File: src/rtl/dff_sync_debounce_pkg.sv
// Shared types, defaults and parameter legality check for the resynchronising debouncer.
// FSM encoding puts the settled level in bit 1, so LOW/HIGH decode directly to the output level.
package dff_sync_debounce_pkg;

    typedef enum logic [1:0] {
        ST_LOW   = 2'b00,
        ST_CHK_H = 2'b01,
        ST_HIGH  = 2'b11,
        ST_CHK_L = 2'b10
    } state_e;

    localparam int unsigned N_SYNC_MIN  = 2;
    localparam int unsigned N_SYNC_MAX  = 4;
    localparam int unsigned DEB_CNT_MIN = 2;
    localparam int unsigned DEB_CNT_MAX = 255;

    localparam int unsigned N_SYNC_DEF  = 2;
    localparam int unsigned DEB_CNT_DEF = 4;
    localparam int unsigned CNT_W_DEF   = 8;
    localparam int unsigned GC_W_DEF    = 8;

    // True when the parameter set is inside the supported range and the counter can reach DEB_CNT-1
    function automatic bit params_legal(input int unsigned n_sync,
                                        input int unsigned deb_cnt,
                                        input int unsigned cnt_w);
        bit ok;
        ok = (n_sync >= N_SYNC_MIN) && (n_sync <= N_SYNC_MAX) &&
             (deb_cnt >= DEB_CNT_MIN) && (deb_cnt <= DEB_CNT_MAX) &&
             (cnt_w >= 1) && (cnt_w < 32);
        if (ok) begin
            ok = ((64'd1 << cnt_w) > 64'(deb_cnt));
        end
        return ok;
    endfunction

endpackage

File: src/rtl/dff_sync_debounce_if.sv
// Bundle between the debouncer and its consumer: raw bit and counter clear in, filtered status out.
interface dff_sync_debounce_if #(
    parameter int unsigned GC_W = 8
);
    logic            i_async;
    logic            i_clr_cnt;
    logic            o_level;
    logic            o_rise;
    logic            o_fall;
    logic            o_busy;
    logic [GC_W-1:0] o_glitch_cnt;

    modport master (
        output i_async,
        output i_clr_cnt,
        input  o_level,
        input  o_rise,
        input  o_fall,
        input  o_busy,
        input  o_glitch_cnt
    );

    modport slave (
        input  i_async,
        input  i_clr_cnt,
        output o_level,
        output o_rise,
        output o_fall,
        output o_busy,
        output o_glitch_cnt
    );
endinterface

File: src/rtl/dff_sync_debounce_sync_chain.sv
// Plain N-stage resynchroniser; no logic between stages so the tool can place them back to back.
module dff_sync_chain #(
    parameter int unsigned N_SYNC = 2
) (
    input  logic i_clk,
    input  logic i_rstn,
    input  logic i_d,
    output logic o_q
);

    logic [N_SYNC-1:0] chain;

    always_ff @(posedge i_clk) begin
        if (!i_rstn) begin
            chain <= '0;
        end else begin
            chain <= {chain[N_SYNC-2:0], i_d};
        end
    end

    assign o_q = chain[N_SYNC-1];

endmodule

File: src/rtl/dff_sync_debounce.sv
// Resynchronises a possibly-asynchronous bit, debounces it and reports level, edge pulses
// and a saturating count of rejected candidate transitions.
module dff_sync_debounce
    import dff_sync_debounce_pkg::*;
#(
    parameter int unsigned N_SYNC  = N_SYNC_DEF,
    parameter int unsigned DEB_CNT = DEB_CNT_DEF,
    parameter int unsigned CNT_W   = CNT_W_DEF,
    parameter int unsigned GC_W    = GC_W_DEF
) (
    input  logic               i_clk,
    input  logic               i_rstn,
    dff_sync_debounce_if.slave bus
);

    generate
        if (!params_legal(N_SYNC, DEB_CNT, CNT_W)) begin : g_param_err
            $error("dff_sync_debounce: illegal N_SYNC/DEB_CNT/CNT_W combination");
        end
    endgenerate

    localparam logic [CNT_W-1:0] CNT_LAST = CNT_W'(DEB_CNT - 1);
    localparam logic [GC_W-1:0]  GC_MAX   = '1;

    logic             s;
    state_e           state;
    state_e           state_nxt;
    logic [CNT_W-1:0] cnt;
    logic [CNT_W-1:0] cnt_nxt;

    logic             rise_c;
    logic             fall_c;
    logic             reject_c;
    logic             busy_c;
    logic             level_c;

    logic             level_q;
    logic             rise_q;
    logic             fall_q;
    logic             busy_q;
    logic [GC_W-1:0]  glitch_q;

    dff_sync_chain #(
        .N_SYNC (N_SYNC)
    ) u_sync (
        .i_clk  (i_clk),
        .i_rstn (i_rstn),
        .i_d    (bus.i_async),
        .o_q    (s)
    );

    // State and debounce counter registers
    always_ff @(posedge i_clk) begin
        if (!i_rstn) begin
            state <= ST_LOW;
            cnt   <= '0;
        end else begin
            state <= state_nxt;
            cnt   <= cnt_nxt;
        end
    end

    // Next state: a candidate level must be seen DEB_CNT samples in a row to be accepted
    always_comb begin
        state_nxt = state;
        cnt_nxt   = cnt;
        case (state)
            ST_LOW: begin
                if (s) begin
                    state_nxt = ST_CHK_H;
                    cnt_nxt   = CNT_W'(1);
                end
            end
            ST_CHK_H: begin
                if (!s) begin
                    state_nxt = ST_LOW;
                    cnt_nxt   = '0;
                end else if (cnt == CNT_LAST) begin
                    state_nxt = ST_HIGH;
                    cnt_nxt   = '0;
                end else begin
                    cnt_nxt   = cnt + CNT_W'(1);
                end
            end
            ST_HIGH: begin
                if (!s) begin
                    state_nxt = ST_CHK_L;
                    cnt_nxt   = CNT_W'(1);
                end
            end
            ST_CHK_L: begin
                if (s) begin
                    state_nxt = ST_HIGH;
                    cnt_nxt   = '0;
                end else if (cnt == CNT_LAST) begin
                    state_nxt = ST_LOW;
                    cnt_nxt   = '0;
                end else begin
                    cnt_nxt   = cnt + CNT_W'(1);
                end
            end
            default: begin
                state_nxt = ST_LOW;
                cnt_nxt   = '0;
            end
        endcase
    end

    // Output decode from the transition about to happen
    always_comb begin
        rise_c   = (state == ST_CHK_H) && (state_nxt == ST_HIGH);
        fall_c   = (state == ST_CHK_L) && (state_nxt == ST_LOW);
        reject_c = ((state == ST_CHK_H) && (state_nxt == ST_LOW)) ||
                   ((state == ST_CHK_L) && (state_nxt == ST_HIGH));
        busy_c   = (state_nxt == ST_CHK_H) || (state_nxt == ST_CHK_L);
        level_c  = level_q;
        if ((state_nxt == ST_LOW) || (state_nxt == ST_HIGH)) begin
            level_c = state_nxt[1];
        end
    end

    // Registered outputs; the counter clear takes priority over a same-cycle rejection
    always_ff @(posedge i_clk) begin
        if (!i_rstn) begin
            level_q  <= 1'b0;
            rise_q   <= 1'b0;
            fall_q   <= 1'b0;
            busy_q   <= 1'b0;
            glitch_q <= '0;
        end else begin
            level_q <= level_c;
            rise_q  <= rise_c;
            fall_q  <= fall_c;
            busy_q  <= busy_c;
            if (bus.i_clr_cnt) begin
                glitch_q <= '0;
            end else if (reject_c && (glitch_q != GC_MAX)) begin
                glitch_q <= glitch_q + GC_W'(1);
            end
        end
    end

    assign bus.o_level      = level_q;
    assign bus.o_rise       = rise_q;
    assign bus.o_fall       = fall_q;
    assign bus.o_busy       = busy_q;
    assign bus.o_glitch_cnt = glitch_q;

endmodule

File: src/flat_wrapper.sv
// flat-port wrapper written by rule: the top's interface ports become plain ports
module dff_sync_debounce_flat import dff_sync_debounce_pkg::*;
#(
    parameter int unsigned N_SYNC  = N_SYNC_DEF,
    parameter int unsigned DEB_CNT = DEB_CNT_DEF,
    parameter int unsigned CNT_W   = CNT_W_DEF,
    parameter int unsigned GC_W    = GC_W_DEF
)
  (i_clk, i_rstn, bus_i_async, bus_i_clr_cnt, bus_o_level, bus_o_rise, bus_o_fall, bus_o_busy, bus_o_glitch_cnt);
  dff_sync_debounce_if #(.GC_W(GC_W)) bus_i ();
  input  logic i_clk;
  input  logic i_rstn;
  input wire logic [$bits(bus_i.i_async)-1:0] bus_i_async;
  input wire logic [$bits(bus_i.i_clr_cnt)-1:0] bus_i_clr_cnt;
  output wire logic [$bits(bus_i.o_level)-1:0] bus_o_level;
  output wire logic [$bits(bus_i.o_rise)-1:0] bus_o_rise;
  output wire logic [$bits(bus_i.o_fall)-1:0] bus_o_fall;
  output wire logic [$bits(bus_i.o_busy)-1:0] bus_o_busy;
  output wire logic [$bits(bus_i.o_glitch_cnt)-1:0] bus_o_glitch_cnt;
  assign bus_i.i_async = bus_i_async;
  assign bus_i.i_clr_cnt = bus_i_clr_cnt;
  assign bus_o_level = bus_i.o_level;
  assign bus_o_rise = bus_i.o_rise;
  assign bus_o_fall = bus_i.o_fall;
  assign bus_o_busy = bus_i.o_busy;
  assign bus_o_glitch_cnt = bus_i.o_glitch_cnt;
  dff_sync_debounce #(.N_SYNC(N_SYNC), .DEB_CNT(DEB_CNT), .CNT_W(CNT_W), .GC_W(GC_W)) u_core (.i_clk(i_clk), .i_rstn(i_rstn), .bus(bus_i));
endmodule
File: config.mk
export PLATFORM = sky130hd
export DESIGN_NAME = dff_sync_debounce_flat
export DESIGN_NICKNAME = d
export VERILOG_FILES = /design/src/rtl/dff_sync_debounce_pkg.sv /design/src/rtl/dff_sync_debounce_if.sv /design/src/rtl/dff_sync_debounce_sync_chain.sv /design/src/rtl/dff_sync_debounce.sv /design/src/flat_wrapper.sv
export SDC_FILE = /design/constraint.sdc
export NUM_CORES = 1
export LEC_CHECK = 0
export CORE_MARGIN = 8
export CORE_UTILIZATION = 31
export DETAILED_ROUTE_END_ITERATION = 7
export DONT_BUFFER_PORTS = 1
export SLEW_MARGIN = 20
export SYNTH_ARGS = -nofsm -noshare
export SYNTH_HDL_FRONTEND = slang
export SYNTH_SLANG_ARGS = --single-unit
File: constraint.sdc
create_clock -name i_clk -period 3.1 [get_ports i_clk]
set_input_delay 0.31 -clock i_clk [delete_from_list [all_inputs] [get_ports i_clk]]
set_output_delay 0.31 -clock i_clk [all_outputs]
set_load 0.01 [all_outputs]
After elaboration in Yosys (flattened, before gate mapping):

Cells that the tools add are included.
Widths: inputs -> output; s select.

* register bits: 24
* input port bits: 4
* output and inout port bits: 12
* word-level logic and storage cells: 46

* add/sub/neg operators: 2
* equality and inequality tests: 10
* muxes and demuxes: 13
* bitwise logic cells: 1
* reductions and logical operators: 12

Operators by type and width (count)
* $mux 8: 5
* $pmux 8 s4: 1
* $add 8x1->8 const B: 2
* $mux 2: 6
* $eq 2x2->1 const B: 4
* $eq 8x2->1 const B: 1
* $ne 8x8->1 const B: 1
* $pmux 2 s4: 1
* $logic_and 1x1->1: 5
* $eq 2x1->1 const B: 2
* $logic_not 2->1: 2
* $ne 2x2->1 const B: 2
* $logic_or 1x1->1: 3
* $reduce_and 2->1: 1
* $reduce_or 2->1: 1
* $not 1->1: 1

Logic depth before layout (Yosys ltp):

Gate-level depths: netlist of run 1.

* depth after elaboration: 8
* gate-level depth with buffers: 11

Hierarchy:

From an unflattened synthesis of run 1, not the netlist that was laid out.

* cells, all modules: 139
* area, all modules: 1247.4 µm²

By module, submodules not included
* dff_sync_debounce: times used 1, cells each 135, area an instance 1194.9 µm², seq. area each 440.4 µm²
* dff_sync_chain: times used 1, cells each 4, area an instance 52.6 µm², seq. area each 40.0 µm²

Least setup slack after synthesis of run 1:

OpenSTA, ideal clock, no wires.

* path kind: register to register
* start point: reg u_core.state[0]
* end point: reg u_core.glitch_q[1] (netlist: u_core.bus.o_glitch_cnt[1])
* library setup time: 0.124 ns
* arrival: 2.286 ns
* required time: 2.976 ns
* path slack: 0.690 ns
* stages on the path, launching flop included: 12
* cell sequence: dfxtp_1 -> inv_1 -> ha_1 -> a211oi_1 -> o21ai_0 -> o211ai_1 -> inv_1 -> ha_1 -> a22oi_4 -> a31o_2 -> mux2i_1 -> nor2_1

* elaborated cells on any way between the ends: 17
* those cells by class: 4 x eq/ne; 7 x mux; 6 x reduce/logical

RTL lines
* start: declaration: line dff_sync_debounce.sv:26 `state_e state;`
* start signal: assignment: line dff_sync_debounce.sv:58 `state <= state_nxt;`
* $eq 2x2->1 (tied with other cells): line dff_sync_debounce.sv:67 `case (state)`
* $pmux 2 s4 (*): line dff_sync_debounce.sv:67
* via u_core.state_nxt[1]: line dff_sync_debounce.sv:27 `state_e state_nxt;`
* $eq 2x2->1 / $logic_not 2->1 (equally long branches): line dff_sync_debounce.sv:114, dff_sync_debounce.sv:113
* $logic_and 1x1->1 (on tied branches): line dff_sync_debounce.sv:114, dff_sync_debounce.sv:113
* $logic_or 1x1->1 (*): line dff_sync_debounce.sv:113 `reject_c = ((state == ST_CHK_H) && (state_nxt == ST_LOW)) ||`
* $logic_and 1x1->1 (*): line dff_sync_debounce.sv:137 `end else if (reject_c && (glitch_q != GC_MAX)) begin`
* end signal: assignment: line dff_sync_debounce.sv:138 `glitch_q <= glitch_q + GC_W'(1);`
* end: declaration: line dff_sync_debounce.sv:41 `logic [GC_W-1:0] glitch_q;`

Mark *: on every way through the listed nets, which the timed path passes. The rest lies on a longest branch.
A chain may end at the register's enable or synchronous reset.

Worst setup path in the final report of run 1:

Ends and elaborated chain as after synthesis.

==> results of run 1 <==
power by group:
group          switching, mW  leakage (nW)  internal, mW
logic                  0.156         0.285        0.0976
registers             0.0310         0.194         0.336
clock network         0.0999        0.0357         0.173
total                  0.287         0.515         0.606
cells by family (layout without fill, tap and decap cells):
group | count (synthesis) | in the layout | synth area share, %
and+or+nand+nor | 51 | 51 | 21.8
AOI/OAI and AO/OA | 29 | 29 | 19.1
DFF | 24 | 24 | 36.7
xor gates and xnor gates | 11 | 11 | 7.36
buffers and inverters | 10 | 11 | 3.73
adders and majority gates | 9 | 9 | 8.60
muxes | 3 | 3 | 2.68
per-layer routing:
metal / GRT usage, % / vias to the layer above
met5: 0 / -
met4: 1.43 / 0
met3: 4.75 / 2
met2: 13.6 / 22
met1: 9.40 / 455
li1: - / 496
state kept, by name, summed over array words and instances (netlist names):
name / flops
u_core.bus.o_busy: 1
u_core.bus.o_rise: 1
u_core.u_sync.chain: 2
u_core.bus.o_glitch_cnt: 8
u_core.cnt: 8
u_core.state: 2
u_core.bus.o_fall: 1
u_core.bus.o_level: 1
worst max-delay path by stage:
stage | start | end | slack [ns] | cells past startpoint
2_1_floorplan | u_core.state[0] | u_core.bus.o_glitch_cnt[1] | 0.69 | 11
3_3_place_gp | u_core.state[0] | u_core.bus.o_glitch_cnt[1] | 0.53 | 11
3_5_place_dp | u_core.state[0] | u_core.bus.o_glitch_cnt[1] | 0.45 | 11
4_1_cts | u_core.state[0] | u_core.bus.o_glitch_cnt[1] | 0.42 | 11
5_1_grt | u_core.state[0] | u_core.bus.o_glitch_cnt[1] | 0.20 | 11
6_report | u_core.state[0] | u_core.bus.o_glitch_cnt[1] | 0.41 | 11
cell type report:
cell class	count	area [um^2]	share of cell area [%]
Inverter	7	26.3	1.85
Clock buffer	3	41.3	2.91
Clock inverter	1	30.0	2.11
Tap cell	50	62.6	4.41
Sequential cell	24	480	33.8
Multi-Input combinational cell	103	779	54.9
Yosys cell counts (all sizes together):
library cell,instances
a2111oi,1
a211oi,4
a21oi,4
a22oi,2
a31o,1
a31oi,4
and2,3
and3,3
and3b,1
and4,1
buf,3
dfxtp,24
ha,9
inv,7
mux2,1
mux2i,2
nand2,7
nand2b,3
nand3,4
nand4,5
nor2,17
nor2b,1
nor3,4
nor4b,2
o2111ai,1
o211a,1
o211ai,1
o21a,1
o21ai,5
o21bai,1
o22ai,1
o41ai,2
xnor2,7
xor2,4
metrics by stage:
step           cells  util [%]  instance area (um^2)
3_3_place_gp     184      33.5                  1350
6_report         188      35.2                  1420
5_1_grt          188      35.2                  1420
4_1_cts          188      35.2                  1420
3_5_place_dp     184      33.5                  1350
2_1_floorplan    137         -                  1310
==> results by group, run 1 <==
Global route
  – GR Overflow Total: 0
  – First-pass GRT wire length: 4390 um
  – GRT Total Usage: 8.32%
  – Number of global-route vias before repair: 975
  – Largest net degree at the start of global routing: 15
  – Initial antenna violation count: 0

Finish
  – Most frequent cells in the layout: 24 x dfxtp_1, 17 x nor2_1, 9 x ha_1
  – Fill count: 422
  – Antenna Cells: 0
  – Commonest non-fill, non-tap cell in the layout: dfxtp_1
  – P&R area growth vs syn: 8.51%
  – Nets: 152
  – Layout cell share with drive strength beyond 1: 9.42%

STA
  – Final worst slack: 0.413 ns
  – Hold_ws: 0.163 ns
  – Measured slew at the worst slew-check pin: 0.506 ns
  – Max-slew violations: 0
  – Max_slew headroom: 65.3%
  – Unrepaired setup endpoints after global routing: false
  – Setup TNS: 0 ns
  – Setup violations, final: 0
  – Final hold violations: 0
  – Crit path time final: 2.69 ns
  – Max frequency: 372 MHz
  – Max Clock Skew: 0.000882 ns
  – Final period util: 86.7%

Die
  – Core footprint: 4030 um^2
  – Die X: 81.0 um
  – IO Count: 16
  – Site Rows: 23
  – Die height: 81.0 um
  – Initial core utilization: 32.5%
  – Die area: 6560 um^2

Synth
  – Synth Warn #: 0
  – Flops & latches, synth: 24
  – Post-Syn Nets: 150
  – Largest cells by area after synthesis: dfxtp_1 37%, ha_1 8.6%, nor2_1 4.9%
  – Mapped cell area: 1310 um^2
  – Syn avg cell area: 9.55 um^2
  – Leading area contributor after synthesis: dfxtp_1
  – Post-synth top area share: 36.7%
  – Post-synthesis sequential area ratio: 36.7%
  – Distinct cells, synth: 40
  – Mapped Cells: 137

Setup path
  – Crit path cell chain: inv_1 -> ha_1 -> a211oi_1 -> o21ai_0 -> o211ai_1 -> inv_1 -> ha_1 -> a22oi_4 -> a31o_2 -> mux2i_1 -> nor2_1
  – Critical path class: reg -> reg
  – Reg-to-reg critical path endpoint: u_core.bus.o_glitch_cnt[1]
  – R2R Setup Slk: 0.41 ns
  – Cell at the slowest stage of the critical path: dfxtp_1
  – Reg2Reg Depth: 11
  – Worst path arrival time: 2.84 ns
  – Crit. End Element: register
  – Critical Path Fanout Max: 8
  – Startpoint Class: register
  – Reg-to-Reg Start: u_core.state[0]
  – Buf+Inv Stages, Crit Path: 2
  – Critical path's top delay family: compound AO/OA/AOI/OAI gates
  – WP data required: 3.25 ns
  – Critical path's largest stage delay: 0.44 ns

Power
  – Leakage power: 0.515 nW
  – Max IR drop VDD: 0.314 mV
  – Power, Total: 0.894 mW
  – Power density cells: 629 nW/um^2

Clocking
  – Cts bufs inserted: 3
  – H-tree levels: 1
  – Setup Buffers After CTS: 0
  – CTS tree: yes
  – CTS Sinks: 24
  – Worst-Skew Late Latency: 0.26 ns
  – Worst-path clk slew: 0.08 ns
  – Post-CTS Hold Fix Bufs: 0
  – Clock Tree Buf Depth: 2
  – CTS resizes: 0
  – Root buffer cell: clkbuf_8

Hold path
  – Hold Path Origin: i_rstn
  – Hold Path End: u_core.u_sync.chain[0]
  – Tightest Hold Check Type: in -> reg
  – WHS Path Cells: 1

Place
  – DP Worst Slack: 0.446 ns
  – Placer congestion estimate: 0.815
  – DP Wirelength: 1960 um
  – Port Buf Inserts: 0

Detailed routing
  – Initial DRC Count: 33
  – TritonRoute pass-1 iters: 3
  – Met1 WL: 1150 um
  – WL/cell: 13.6 um
  – Via count: 975
  – Vias per cell: 5.19
  – Metal2 WL: 1170 um
  – DR WL met3: 233 um
  – Routed WL: 2560 um
  – Uppermost layer routed: met4
  – Post-route DRC: 0
  – ANT nets after route: 0

Job
  – Max Cap Viol: 0

Run status
  – Status: complete, no violations
(Power assumes the default switching activity.)
==> inputs of run 2 (changes only) <==
--- a/config.mk
+++ b/config.mk
@@ -10,4 +10,6 @@
 export DETAILED_ROUTE_END_ITERATION = 7
 export DONT_BUFFER_PORTS = 1
+export MAX_ROUTING_LAYER = met4
+export PLACE_DENSITY = 0.53
 export SLEW_MARGIN = 20
 export SYNTH_ARGS = -nofsm -noshare
==> constraint.sdc (replaced) <==
create_clock -name i_clk -period 3.1 [get_ports i_clk]
set_input_delay 0.155 -clock i_clk [delete_from_list [all_inputs] [get_ports i_clk]]
set_output_delay 0.155 -clock i_clk [all_outputs]
set_load 0.01 [all_outputs]
==> results by group, run 2 (synthesis results as in run 1) <==
Clocking
  – H-tree levels: 1 (unchanged)
  – Clock Tree Buf Depth: 2 (unchanged)
  – Root buffer cell: clkbuf_8 (unchanged)
  – Setup Buffers After CTS: 0 (unchanged)
  – Worst-path clk slew: 0.08 ns (about the same)
  – CTS Sinks: 24 (unchanged)
  – Post-CTS Hold Fix Bufs: 0 (unchanged)
  – CTS tree: yes (unchanged)
  – CTS resizes: 0 (unchanged)
  – Cts bufs inserted: 3 (unchanged)
  – Worst-Skew Late Latency: 0.26 ns (about the same)

STA
  – Max_slew headroom: 64.7% (was 65.3%)
  – Final worst slack: 0.341 ns (was 0.413 ns)
  – Setup TNS: 0 ns (unchanged)
  – Max frequency: 362 MHz (was 372 MHz)
  – Setup violations, final: 0 (unchanged)
  – Measured slew at the worst slew-check pin: 0.515 ns (was 0.506 ns)
  – Max-slew violations: 0 (unchanged)
  – Crit path time final: 2.76 ns (was 2.69 ns)
  – Hold_ws: 0.0125 ns (was 0.163 ns)
  – Unrepaired setup endpoints after global routing: false (unchanged)
  – Final hold violations: 0 (unchanged)
  – Max Clock Skew: 0.00172 ns (was 0.000882 ns)
  – Final period util: 89.0% (was 86.7%)

Power
  – Power, Total: 0.802 mW (was 0.894 mW)
  – Power density cells: 577 nW/um^2 (was 629 nW/um^2)
  – Leakage power: 0.501 nW (was 0.515 nW)
  – Max IR drop VDD: 0.200 mV (was 0.314 mV)

Global route
  – GR Overflow Total: 0 (unchanged)
  – GRT Total Usage: 8.45% (was 8.32%)
  – First-pass GRT wire length: 4350 um (was 4390 um)
  – Largest net degree at the start of global routing: 13 (was 15)
  – Number of global-route vias before repair: 920 (was 975)
  – Initial antenna violation count: 0 (unchanged)

Detailed routing
  – Initial DRC Count: 41 (was 33)
  – ANT nets after route: 0 (unchanged)
  – Vias per cell: 5.23 (was 5.19)
  – WL/cell: 13.7 um (was 13.6 um)
  – Via count: 978 (was 975)
  – Post-route DRC: 0 (unchanged)
  – Routed WL: 2550 um (was 2560 um)
  – TritonRoute pass-1 iters: 4 (was 3)

Finish
  – Finished Layout Cells: 187 (was 188)
  – Fill count: 424 (was 422)
  – Antenna Cells: 0 (unchanged)
  – Nets: 152 (unchanged)
  – P&R area growth vs syn: 6.21% (was 8.51%)
  – Layout cell share with drive strength beyond 1: 8.76% (was 9.42%)
  – Commonest non-fill, non-tap cell in the layout: dfxtp_1 (unchanged)
  – Finished Cell Area: 1390 um^2 (was 1420 um^2)
  – Most frequent cells in the layout: 24 x dfxtp_1, 17 x nor2_1, 9 x ha_1 (unchanged)
  – Fin util: 34.5% (was 35.2%)

Die
  – Die height: 81.0 um (unchanged)
  – Die X: 81.0 um (unchanged)
  – Die area: 6560 um^2 (unchanged)
  – Site Rows: 23 (unchanged)
  – Initial core utilization: 32.5% (unchanged)
  – Core footprint: 4030 um^2 (unchanged)
  – IO Count: 16 (unchanged)

Setup path
  – Crit. End Element: register (unchanged)
  – Critical path class: reg -> reg (unchanged)
  – Worst path arrival time: 2.90 ns (was 2.84 ns)
  – WP data required: 3.24 ns (was 3.25 ns)
  – Critical Path Fanout Max: 8 (unchanged)
  – Startpoint Class: register (unchanged)

Place
  – Placer congestion estimate: 0.812 (was 0.815)
  – Placed instance area: 1350 um^2 (unchanged)
  – DP Worst Slack: 0.399 ns (was 0.446 ns)
  – DP Wirelength: 1920 um (was 1960 um)
  – Cell count after placement: 184 (unchanged)
  – Port Buf Inserts: 0 (unchanged)

Hold path
  – Tightest Hold Check Type: in -> reg (unchanged)

Run status
  – Status: complete, no violations (unchanged)

Job
  – Max Cap Viol: 0 (unchanged)
[run 2: cell count changes in the layout (fill, tap and decap cells not counted), sizes merged]
cell,previous run,this run
bufinv,1,0
[run 2: worst max-delay path, stage by stage (launching register included)]
cell,delay [ns]
dfxtp_1,0.43
inv_1,0.11
ha_1,0.32
a211oi_1,0.26
o21ai_0,0.15
o211ai_1,0.33
inv_1,0.08
ha_1,0.22
a22oi_4,0.30
a31o_2,0.19
mux2i_1,0.18
nor2_1,0.05
[run 2: power breakdown]
| group | internal (mW) | switching [mW] |
|---|---|---|
| clock | 0.0867 | 0.0907 |
| sequential | 0.336 | 0.0282 |
| combinational | 0.0990 | 0.161 |
| total | 0.522 | 0.280 |
[run 2: cell type report]
cell class / instances / area [um^2] / share of cell area [%]
clock buffer: 3 / 41.3 / 2.97
sequential: 24 / 480 / 34.6
inverter: 7 / 26.3 / 1.89
multi-input combinational: 103 / 779 / 56.1
tap: 50 / 62.6 / 4.50
[run 2: routing by layer]
layer  global-route usage, %  wire [um]
met2                    12.3       1180
met5                       -          0
met4                    3.75         14
met1                    10.3       1190
met3                    2.87        169
[run 2: final timing paths]
| check | start | end | cells past startpoint | slack (ns) |
|---|---|---|---|---|
| max | u_core.state[0] | u_core.bus.o_glitch_cnt[1] | 11 | 0.34 |
| min | i_rstn | u_core.u_sync.chain[1] | 1 | 0.01 |
| max reg2reg | u_core.state[0] | u_core.bus.o_glitch_cnt[1] | 11 | 0.34 |
| min reg2reg | u_core.u_sync.chain[0] | u_core.u_sync.chain[1] | 1 | 0.44 |
